===== src/rtl/word_serializer_pkg.sv =====
// Shared constants and width helpers for the word serializer.
// The FSM state type lives here so checkers can bind to it by name.
package word_serializer_pkg;

  localparam int WORD_W = 32;
  localparam int BYTE_W = 8;

  typedef enum logic {
    ST_IDLE = 1'b0,
    ST_SEND = 1'b1
  } state_e;

  function automatic int clog2(input int value);
    int r;
    r = 0;
    while ((1 << r) < value) r++;
    return r;
  endfunction

  function automatic int calc_n(input int in_w, input int out_w);
    return in_w / out_w;
  endfunction

  // Index/count width; never zero so single-chunk builds still get a 1-bit port.
  function automatic int calc_cw(input int in_w, input int out_w);
    int c;
    c = clog2(in_w / out_w);
    return (c < 1) ? 1 : c;
  endfunction

endpackage


===== src/rtl/word_serializer_chunk_select.sv =====
// Picks the chunk at the emitting end of the shift register.
module word_serializer_chunk_select #(
  parameter int IN_W      = 32,
  parameter int OUT_W     = 8,
  parameter int MSB_FIRST = 1
) (
  input  logic [IN_W-1:0]  shift_i,
  output logic [OUT_W-1:0] chunk_o
);

  generate
    if (MSB_FIRST != 0) begin : g_msb
      assign chunk_o = shift_i[IN_W-1 -: OUT_W];
    end else begin : g_lsb
      assign chunk_o = shift_i[OUT_W-1:0];
    end
  endgenerate

endmodule


===== src/rtl/word_serializer.sv =====
// Splits one IN_W word per input handshake into OUT_W chunks, one per output beat,
// with configurable chunk order and a per-word chunk count.
module word_serializer
  import word_serializer_pkg::*;
#(
  parameter int IN_W      = WORD_W,
  parameter int OUT_W     = BYTE_W,
  parameter int MSB_FIRST = 1,
  localparam int N        = calc_n(IN_W, OUT_W),
  localparam int CW       = calc_cw(IN_W, OUT_W)
) (
  input  logic             clk,
  input  logic             reset,
  input  logic [IN_W-1:0]  in_data,
  input  logic [CW-1:0]    in_cnt,
  input  logic             in_valid,
  output logic             in_ready,
  output logic [OUT_W-1:0] out_data,
  output logic [CW-1:0]    out_idx,
  output logic             out_last,
  output logic             out_valid,
  input  logic             out_ready
);

  state_e          state_q, state_d;
  logic [IN_W-1:0] shift_q, shift_d;
  logic [CW-1:0]   rem_q, rem_d;
  logic [CW-1:0]   idx_q, idx_d;
  logic [CW-1:0]   cnt_sat;
  logic            in_acc;
  logic            out_acc;

  // Valid/ready: a transfer happens on a rising edge where valid && ready; valid never
  // waits for ready, and the presented beat is held unchanged until it transfers.
  // in_ready depends on out_ready (drain of the last chunk) but never on in_valid.
  assign out_valid = (state_q == ST_SEND);
  assign out_last  = out_valid && (rem_q == '0);
  assign out_idx   = idx_q;
  assign out_acc   = out_valid && out_ready;
  assign in_ready  = (state_q == ST_IDLE) || (out_acc && out_last);
  assign in_acc    = in_valid && in_ready;

  // Counts above N-1 are only representable when N is not a power of two.
  generate
    if ((1 << CW) > N) begin : g_sat
      assign cnt_sat = (in_cnt > CW'(N - 1)) ? CW'(N - 1) : in_cnt;
    end else begin : g_nosat
      assign cnt_sat = in_cnt;
    end
  endgenerate

  word_serializer_chunk_select #(
    .IN_W      (IN_W),
    .OUT_W     (OUT_W),
    .MSB_FIRST (MSB_FIRST)
  ) u_chunk_select (
    .shift_i (shift_q),
    .chunk_o (out_data)
  );

  always_comb begin
    state_d = state_q;
    shift_d = shift_q;
    rem_d   = rem_q;
    idx_d   = idx_q;
    if (in_acc) begin
      // Also covers the last-chunk-plus-new-word case, giving zero-bubble words.
      shift_d = in_data;
      rem_d   = cnt_sat;
      idx_d   = '0;
      state_d = ST_SEND;
    end else if (out_acc) begin
      if (out_last) begin
        state_d = ST_IDLE;
      end else begin
        shift_d = (MSB_FIRST != 0) ? (shift_q << OUT_W) : (shift_q >> OUT_W);
        rem_d   = rem_q - CW'(1);
        idx_d   = idx_q + CW'(1);
      end
    end
  end

  always_ff @(posedge clk or posedge reset) begin
    if (reset) begin
      state_q <= ST_IDLE;
      shift_q <= '0;
      rem_q   <= '0;
      idx_q   <= '0;
    end else begin
      state_q <= state_d;
      shift_q <= shift_d;
      rem_q   <= rem_d;
      idx_q   <= idx_d;
    end
  end

endmodule


===== config.mk =====
export PLATFORM = sky130hd
export DESIGN_NAME = word_serializer
export DESIGN_NICKNAME = d
export VERILOG_FILES = /design/src/rtl/word_serializer_pkg.sv /design/src/rtl/word_serializer_chunk_select.sv /design/src/rtl/word_serializer.sv
export SDC_FILE = /design/constraint.sdc
export NUM_CORES = 1
export LEC_CHECK = 0
export CORE_MARGIN = 3
export CORE_UTILIZATION = 34
export CTS_CLUSTER_SIZE = 10
export DETAILED_ROUTE_END_ITERATION = 10
export PLACE_DENSITY = 0.58
export SYNTH_ARGS = -nofsm -noshare
export SYNTH_HDL_FRONTEND = slang
export SYNTH_HIERARCHICAL = 1
export SYNTH_SLANG_ARGS = --single-unit

===== constraint.sdc =====
create_clock -name clk -period 2 [get_ports clk]
set_clock_uncertainty 0.15 [all_clocks]
set_input_delay 0.2 -clock clk [delete_from_list [all_inputs] [get_ports clk]]
set_output_delay 0.2 -clock clk [all_outputs]
set_load 0.01 [all_outputs]

==> impl_results.md <==
- Status: finished, final reports clean
- Most frequent cells in the layout: clkdlybuf4s50_1, dfrtp_1, nor2_1, nand2_1, a211o_1
- IO Count: 51
- H-tree depth: 2
- Fmax: 538 MHz
- NetSw: 0.00131 W
- RR Endpoint: shift_q[2]
- Share of the synthesized area in the top cell type: 0.427
- # diodes: 0
- Clock Power Share: 0.185
- Non-filler cells, final: 348
- Clock Sinks: 37
- Setup CP Type: flop to primary output
- Initial Utilization: 0.358
- Power per cell area: 1330 nW/µm²
- Die area: 7370 µm²
- Max-Cap Viols: 0
- Yosys warnings: 6
- Max Transition Viols Final: 0
- Mapped Cells: 234
- Hold Path Class: input port to asynchronous set/reset pin
- GPL Wtd Cong: 0.830
- PortBufs: 50
- Combinational Power Share: 0.455
- Tmin final: 1.86 ns
- Largest net degree at the start of global routing: 38
- Layout Nets: 311
- Cell internal pwr: 0.00237 W
- Violation count after the first detailed-route iteration: 95
- DRC errors left: 0
- Worst reg2reg startpoint: rem_q[1]
- Synth top area cells: dfrtp_1, a211o_1, o211a_1
- Num CTS Buffers: 5
- Worst EP required: 1.65 ns
- Flop-to-flop setup slack: 0.22 ns
- Flop pwr share: 0.360
- Final critical-path share of the clock period: 0.929
- Vias in the first global route: 1922
- RSZ-0062 raised after global routing: no
- Hold-fix buffers, CTS: 0
- Seq cells post-synth: 37
- Switching portion of total power: 0.357
- Post-CTS setup buffers: 0
- Clock Tree Buf Depth: 2
- Die height: 85.8 µm
- Post-Syn Area: 2170 µm²
- Layout cells sized above 1: 0.110
- Rows: 28
- Root Driver: clkbuf_8
- Die X: 85.8 µm
- Syn_nets: 273
- CTS tree: yes
- Grt total ovfl: 0
- Least-Margin Pin Slew: 0.499 ns
- Nature of the critical path endpoint: primary output
- Area delta synth->final: 27.7%
- Number of enable flip-flop cells after synthesis: 0
- Synthesized area per cell: 9.26 µm²
- Clock transition at path regs: 0.08 ns
- Yosys top cell by area: dfrtp_1
- Critical path startpoint category: flop
- Final WL: 5480 µm
- Lkg Pwr: 1.29 nW
- Reg2Reg Depth: 6
- Register area share after synthesis: 0.427
- Vias per Instance: 5.36
- Number of distinct library cells after synthesis: 32
- First-pass GRT wire length: 9240 µm
- VDD IR-drop max: 0.518 mV
- Most common cell after layout, fill and taps aside: clkdlybuf4s50_1
- Cells after DPL: 340
- Setup TNS: 0 ns
- Fill count: 603
- Final setup fails: 0
- Initial antenna violation count: 0
- Main synth FF type: dfrtp_1
- Hold Vio Cnt, Final: 0
- DRT Pass-1 Iters: 5
- Slew HR: 0.667
- Via count: 1867
- Crit path max fanout: 11
- Worst EP arrival: 1.51 ns
- Drt wl/cell: 15.7 µm
- Core Area: 6060 µm²
- Ys async rst share: 1.00
- Post-CTS Resized: 3
- Post-DP HPWL: 3820 µm
- Gr usage total: 0.157
- ANT nets after route: 0
- Worst-Skew Late Latency: 0.29 ns
-- critical path: stages, from the launching register on --
cell and delay (ns):
dfrtp_2 0.47, buf_4 0.21, clkdlybuf4s50_1 0.54
-- flip-flops by register name (all words and copies together), names as in the netlist --
| name | count |
|---|---|
| shift_q | 32 |
| out_idx | 2 |
| rem_q | 2 |
| out_valid | 1 |
-- Yosys cell counts (2+ instances only) --
library cell and count:
dfrtp_1 37, nor2_1 31, nand2_1 28, a211o_1 25, o211a_1 13, a21oi_1 12, and3_1 12, buf_2 12
o21ai_0 12, buf_4 9, a221oi_1 8, buf_6 6, clkbuf_1 3, inv_1 3, mux2i_1 3, nand2b_1 3
inv_2 2
-- stage by stage --
stage                     cell area (µm²)  utilization  power, W  setup slack (ns)  hold WS (ns)
after floorplan                      2170            -   0.00256             0.330         0.224
after global placement               2640        0.436   0.00300            0.0562         0.312
after detailed placement             2640        0.436   0.00303          -0.00714         0.321
after CTS                            2760        0.455   0.00371            0.0196         0.181
after global routing                 2770        0.457   0.00398            0.0180         0.210
final                                2770        0.457   0.00368             0.142         0.164
-- routing by layer --
| metal | part of all wire | up-vias | global-route usage |
|---|---|---|---|
| met3 | 0.040 | 6 | 0.0327 |
| li1 | - | 904 | - |
| met4 | 0.011 | 0 | 0.0331 |
| met5 | 0 | - | 0 |
| met2 | 0.48 | 46 | 0.257 |
| met1 | 0.47 | 911 | 0.216 |
-- power groups by stage --
stage,Combinational [W],Sequential [W],Clock (W)
2_1_floorplan,0.00128,0.00127,0
3_3_place_gp,0.00167,0.00133,0
3_5_place_dp,0.00169,0.00134,0
4_1_cts,0.00169,0.00132,0.000700
5_1_grt,0.00188,0.00137,0.000731
6_report,0.00168,0.00133,0.000681
-- cells by family after synthesis --
| group | Yosys count | synth area share |
|---|---|---|
| simple gates | 82 | 0.176 |
| flops | 37 | 0.427 |
| fa+ha+maj | 1 | 0.00577 |
| compound gates | 75 | 0.271 |
| mux | 3 | 0.0139 |
| buf+inv | 36 | 0.106 |
-- area by class of cell --
type	instances	area [µm²]	area share
Multi-Input combinational cell	161	1020	0.368
Sequential cell	37	927	0.335
Timing Repair Buffer	62	588	0.212
Tap cell	75	93.8	0.0339
Clock buffer	6	82.6	0.0298
Clock inverter	2	37.5	0.0136
Inverter	5	18.8	0.00678
-- how the worst max path moves through the flow --
stage,startpoint,end,depth (start not counted)
3_5_place_dp,rem_q[1],shift_q[17],5
5_1_grt,rem_q[1],shift_q[0],6
6_report,out_valid,out_valid,2
4_1_cts,out_valid,out_valid,2
2_1_floorplan,rem_q[0],shift_q[17],7
3_3_place_gp,rem_q[1],shift_q[29],5
No activity file was read; power rests on OpenSTA's default activity.
